[src/rtl/layer_serializer.sv]
// layer_serializer: gathers one word per neuron into a frame, then streams it out
// one word per clock, lowest neuron first, for the next layer.
module layer_serializer #(
  parameter int NEURON_NUM = 30,
  parameter int DATA_WIDTH = 16
) (
  input  logic                           clk,
  input  logic                           rst_n,
  input  logic [NEURON_NUM*DATA_WIDTH-1:0] layer_data_in,
  input  logic [NEURON_NUM-1:0]          layer_valid_in,
  output logic [DATA_WIDTH-1:0]          next_input,
  output logic                           next_input_valid,
  output logic                           busy,
  output logic                           frame_done,
  output logic                           overrun
);
  localparam int W  = NEURON_NUM * DATA_WIDTH;
  localparam int CW = $clog2(NEURON_NUM + 1);
  typedef enum logic {IDLE, STREAM} state_t;
  state_t                  state_q, state_d;
  logic [W-1:0]            hold_q, hold_d, shift_q, shift_d;
  logic [NEURON_NUM-1:0]   flag_q, flag_d;
  logic [CW-1:0]           cnt_q, cnt_d;
  logic [DATA_WIDTH-1:0]   next_input_q, next_input_d;
  logic                    valid_q, valid_d, busy_q, busy_d;
  logic                    frame_done_q, frame_done_d, overrun_q, overrun_d;
  logic                    all_flags, last, load;
  assign all_flags        = &flag_q;
  assign next_input       = next_input_q;
  assign next_input_valid = valid_q;
  assign busy             = busy_q;
  assign frame_done       = frame_done_q;
  assign overrun          = overrun_q;
  always_comb begin
    last         = state_q == STREAM && cnt_q == CW'(NEURON_NUM);
    load         = all_flags && (state_q == IDLE || last);
    state_d      = state_q;
    shift_d      = shift_q;
    cnt_d        = cnt_q;
    next_input_d = next_input_q;
    valid_d      = valid_q;
    busy_d       = busy_q;
    frame_done_d = last;
    hold_d       = hold_q;
    overrun_d    = overrun_q;
    if (load) begin
      next_input_d = hold_q[DATA_WIDTH-1:0];
      valid_d      = 1'b1;
      busy_d       = 1'b1;
      shift_d      = hold_q >> DATA_WIDTH;
      cnt_d        = CW'(1);
      state_d      = STREAM;
    end else if (state_q == STREAM && !last) begin
      next_input_d = shift_q[DATA_WIDTH-1:0];
      valid_d      = 1'b1;
      shift_d      = shift_q >> DATA_WIDTH;
      cnt_d        = cnt_q + CW'(1);
    end else begin
      valid_d = 1'b0;
      busy_d  = 1'b0;
      state_d = IDLE;
    end
    // A capture coinciding with a LOAD belongs to the next frame, so the clear does not block it.
    for (int i = 0; i < NEURON_NUM; i++)
      if (layer_valid_in[i]) begin
        if (flag_q[i] && !load) overrun_d = 1'b1;
        else hold_d[i*DATA_WIDTH +: DATA_WIDTH] = layer_data_in[i*DATA_WIDTH +: DATA_WIDTH];
      end
    flag_d = (load ? '0 : flag_q) | layer_valid_in;
  end
  always_ff @(posedge clk or negedge rst_n) begin
    if (!rst_n) begin
      state_q      <= IDLE;
      hold_q       <= '0;
      shift_q      <= '0;
      flag_q       <= '0;
      cnt_q        <= '0;
      next_input_q <= '0;
      valid_q      <= 1'b0;
      busy_q       <= 1'b0;
      frame_done_q <= 1'b0;
      overrun_q    <= 1'b0;
    end else begin
      state_q      <= state_d;
      hold_q       <= hold_d;
      shift_q      <= shift_d;
      flag_q       <= flag_d;
      cnt_q        <= cnt_d;
      next_input_q <= next_input_d;
      valid_q      <= valid_d;
      busy_q       <= busy_d;
      frame_done_q <= frame_done_d;
      overrun_q    <= overrun_d;
    end
  end
endmodule

[config.mk]
export PLATFORM = sky130hd
export DESIGN_NAME = layer_serializer
export DESIGN_NICKNAME = d
export VERILOG_FILES = /design/src/rtl/layer_serializer.sv
export SDC_FILE = /design/constraint.sdc
export NUM_CORES = 2
export LEC_CHECK = 0
export ABC_AREA = 1
export CAP_MARGIN = 20
export CORE_AREA = 2 2 305 277
export CTS_CLUSTER_SIZE = 20
export DETAILED_ROUTE_END_ITERATION = 7
export DIE_AREA = 0 0 307 279
export PLACE_DENSITY = 0.76
export SYNTH_ARGS = -nofsm -noshare
export SYNTH_HDL_FRONTEND = slang
export SYNTH_SLANG_ARGS = --single-unit
[constraint.sdc]
create_clock -name clk -period 2 [get_ports clk]
set_input_delay 0.5 -clock clk [delete_from_list [all_inputs] [get_ports clk]]
set_output_delay 0.5 -clock clk [all_outputs]
set_load 0.05 [all_outputs]
**Word-level counts from Yosys, hierarchy flattened**

Index checks and enable logic that the tools add are counted.

- Add/subtract/negate cells: 1
- Equality and inequality tests: 2
- Multiplexer cells: 71
- Bitwise operators: 32
- Reduce and logical (&&, ||, !) cells: 68

Operators by type and width:

| kind | number |
|---|---|
| two-way mux 480 bit | 2 |
| two-way mux 1 bit | 64 |
| AND reduction 2 bit | 30 |
| logical AND 1 bit | 33 |
| two-way mux 16 bit | 2 |
| NOT 1 bit | 31 |
| two-way mux 30 bit | 1 |
| OR 30 bit | 1 |
| AND reduction 30 bit | 1 |
| two-way mux 5 bit | 2 |
| adder 5 x 1 -> 5 bit, second input constant | 1 |
| == test 5 bit, second input constant | 1 |
| zero test 1 bit | 2 |
| != test 2 bit, second input constant | 1 |
| nonzero test 2 bit | 1 |
| logical OR 1 bit | 1 |

- Register bits after elaboration: 1,015
- Output and inout port bits: 20
- Logic and storage cells: 212

**Logic depth before layout (Yosys ltp)**

- Word-level depth: 66
- Gate-level depth with buffers: 13
- Gate-level depth less buffers: 11

**Worst setup path after synthesis**

Ideal clock, no wire load.

- Path kind: register to register
- Start point: register busy (netlist name)
- End point: register hold_q[102]
- Library setup time: 125 ps
- Arrival: 1,797 ps
- Setup slack: 78 ps
- Cell stages (with the launch flop): 8
- Path buffers: 2
- Clock period less this slack: 1,922 ps
- Path through: dfrtp_1 > nand2_1 > nand3_1 > buf_6 > nand2_4 > nand2_4 > buf_6 > mux2_4

RTL lines:

| what | line | source |
|---|---|---|
| end signal: assignment | 85 | `hold_q <= hold_d;` |
| end: declaration | 21 | `logic [W-1:0] hold_q, hold_d, shift_q, shift_d;` |

**Final worst setup path**

- Start point: register cnt_q[0]
- End point: register hold_q[9]

- Word-level cells in the longest chain between the ends: 8

RTL lines:

| what | line | source |
|---|---|---|
| start: declaration | 23 | `logic [CW-1:0] cnt_q, cnt_d;` |
| start signal: assignment | 88 | `cnt_q <= cnt_d;` |
| == test 5 bit | 35 | `last = state_q == STREAM && cnt_q == CW'(NEURON_NUM);` |
| logical AND 1 bit | 35 |  |
| logical OR 1 bit | 36 | `load = all_flags && (state_q == IDLE \|\| last);` |
| logical AND 1 bit | 36 |  |
| zero test 1 bit | 66 | `if (flag_q[i] && !load) overrun_d = 1'b1;` |
| logical AND 1 bit | 66 |  |
| NOT 1 bit (no source line) | n/a |  |
| AND reduction 2 bit (no source line) | n/a |  |

No other way between the ends.
A chain may end at the register's enable or synchronous reset.

==> impl_results.md <==
* WP data required at about 2.5 ns
* Critical Path Most Common Cell: nand2_4
* Critical path cell sequence: inv_1, ha_1, nand4_1, nand2_4, nand3_4, buf_6, buf_12, nand2_4, nand2_4, buf_12, mux2_4
* Fin crit share at 99.2%
* Final #Nets at a little over 5000
* CP Depth at 11
* Worst Setup End Kind: flop
* P_leak at 25.5 nW
* Num ports at around 530
* Port Buffers at 531
* GRT Total Usage at 28.2%
* Worst EP arrival at 2.51 ns
* Yosys top cell by area: dfrtp_1
* Core area at 82300 sq um
* Critical Path Fanout Max at 12
* Fmax at 504 MHz
* Final worst slack at between 0.015 and 0.02 ns
* Mux contribution to synthesized area at 4.80%
* DRC at 0
* Max incr delay on CP at roughly 0.37 ns
* Initial detailed-routing violation count at approximately 3200
* TritonCTS clock tree: done
* Clock Sinks at around 1000
* Syn_nets at between 4000 and 5000
* Slew headroom at between 60% and 70%
* Max clock buf depth at 3
* CTS buffer count at 100
* Critical path class: reg2reg
* Syn Area/Cell at 10.4 sq um
* Area occupied by multi-input gates at ~13000 sq um
* Startpoint Class: flop
* Critical path buffer and inverter count at 4
* Final Skew at 0.0293 ns
* Fillers at 6024
* Worst r2r path cells at 11
* Share of the yosys chip area belonging to registers at 61.1%
* Synthesized area at 40900 sq um
* Antenna viol nets, final at 0
* Max Cap Violations at 0
* Delay-heaviest family, CP: simple AND/OR/NAND/NOR gates
* Hold Violations, Final at 0
* First-pass GRT wire length at 187000 microns
* Grt total ovfl at 0
* Synth Area in XOR/XNOR at 0%
* DP HPWL at 84200 microns
* Mapped Cells at 3929
* Largest net degree at the start of global routing at 92
* Register area at 25000 sq um
* Compound-cell area share of the yosys netlist at about 14%
* Peak supply drop at between 0.0006 and 0.0007 V
* Area growth from synthesis to layout at 31.5%
* Hold_ws at between 0.3 and 0.4 ns
* Slew @ Worst Pin at 0.495 ns
* GPL Wtd Cong at 0.871
* Initial Utilization at 49.7%
* Post-Synth Simple-Gate Area at 11.0%
* Die height at 279 microns
* First drt pass iteration count at 6
* Share of layout cells above drive strength 1 at 15.6%
* Status: complete, no violations
* Vias per inst at 5.69
* Worst-path clk slew at ~0.06 ns
* Largest family of logic cells by synthesized area: compound AO/OA/AOI/OAI gates
* Post-synthesis cell type count at 24
* RSZ-0062 raised after global routing: true
* Synthesis Warnings at 0
* Post-place setup slack at -0.137 ns
* Clk Tree Root Cell: clkbuf_16
* WL final at 125000 microns
* DIE AREA at 85700 sq um
* Post-synthesis adder-cell area fraction at 0.0611%
* Final slew viol count at 0
* WL/cell at approximately 22 microns
* Hold Crit Class: in2async
* Final Critical Period at 1.98 ns
* Post-synth top area share at about 61%
* Chip width at roughly 300 microns
* Detailed-route via count at 32500
* Final Setup Violations at 0
* Yosys reg bits at 999
* Slowest cell on crit path: dfrtp_1
* Power per Cell Area at 868 nW/um^2
* Clk_lat worst skew at ~0.65 ns
* Synth area leaders: dfrtp_1 61%, o221ai_1 9.6%, inv_1 6.1%, nand2_1 4.2%, a21oi_1 4.1%
* Initial antenna violation count at 27
* # rows at 100
* Vias in the first global route at 32300
* H-tree Lvls at 3
* Most common cell after layout, fill and taps aside: dfrtp_1
* Most frequent cells in the layout: 999 x dfrtp_1, 668 x inv_1, 510 x clkdlybuf4s50_1
## synthesized netlist by cell type, drive strengths merged
cell type	instances
dfrtp	999
inv	669
nand2	482
o221ai	449
nor2	354
a21oi	332
clkbuf	179
nand4	151
mux2	148
buf	91
nand3	48
o22ai	16
o21ai	5
ha	2
and3b	1
clkinv	1
nor3	1
nor4	1
## stage by stage
| step | instances | power, W | TNS (ns) | instance area (sq um) | util (%) |
|---|---|---|---|---|---|
| floorplan | 3929 | 0.0250 | 0 | 40900 | - |
| global placement | 5488 | 0.0273 | -43.60 | 49200 | 59.8 |
| detailed placement | 5488 | 0.0276 | -36.58 | 49200 | 59.8 |
| CTS | 5679 | 0.0469 | -0.0474 | 52900 | 64.2 |
| global route | 5705 | 0.0484 | -26.82 | 53900 | 65.4 |
| finish | 5709 | 0.0468 | 0 | 53900 | 65.4 |
## final cells by class
type	instances	area share, %
clock inverters	33	0.862
multi-input cells	1990	24.0
inverters	670	4.70
clock buffers	153	5.54
well taps	1071	2.49
repair buffers	782	15.9
diodes	9	0.0418
repair inverters	2	0.0325
flip-flops and latches	999	46.4
## worst paths after layout
check                                    startpoint                        to  slack, ns
max reg2reg                    cnt_q[0]$_DFFE_PN0P_     hold_q[9]$_DFFE_PN0P_       0.02
max in group asynchronous                     rst_n    hold_q[65]$_DFFE_PN0P_       0.79
min in group clk                 layer_data_in[250]   hold_q[250]$_DFFE_PN0P_       0.42
min                                           rst_n   hold_q[411]$_DFFE_PN0P_       0.30
max                            cnt_q[0]$_DFFE_PN0P_     hold_q[9]$_DFFE_PN0P_       0.02
min reg2reg                shift_q[243]$_DFFE_PN0P_  shift_q[227]$_DFFE_PN0P_       0.47
## where the power goes
part | internal, W | switching [W]
sequential | 0.0220 | 0.000705
clock | 0.0114 | 0.00800
combinational | 0.00224 | 0.00238
total | 0.0357 | 0.0111
## cell families after synthesis
kind of cell | count (synthesis)
flops | 999
mux | 148
buf+inv | 940
fa+ha+maj | 2
simple gates | 1038
compound gates | 802
## per-layer routing
| metal | track usage (%) | routed length, microns |
|---|---|---|
| met5 | 0 | 244 |
| met4 | 11.1 | 5130 |
| met3 | 5.32 | 9790 |
| met2 | 43.9 | 58400 |
| met1 | 39.4 | 51300 |
## sequential cells by signal (all words and copies together), names as in the netlist
signal            cells
next_input           16
frame_done            1
cnt_q                 5
busy                  1
hold_q              480
next_input_valid      1
shift_q             464
flag_q               30
overrun               1
## timing repair
action / CTS / global route
buffers inserted: 3 / 7
pin swaps: 3 / 4
hold buffers: 1 / 0
gates resized for setup: 27 / 118
cloned: 1 / 14
endpoints found under the setup margin: 660 / 735
endpoints found under the hold margin: 28 / 0
Note: power is estimated with default switching activity, not from simulation.
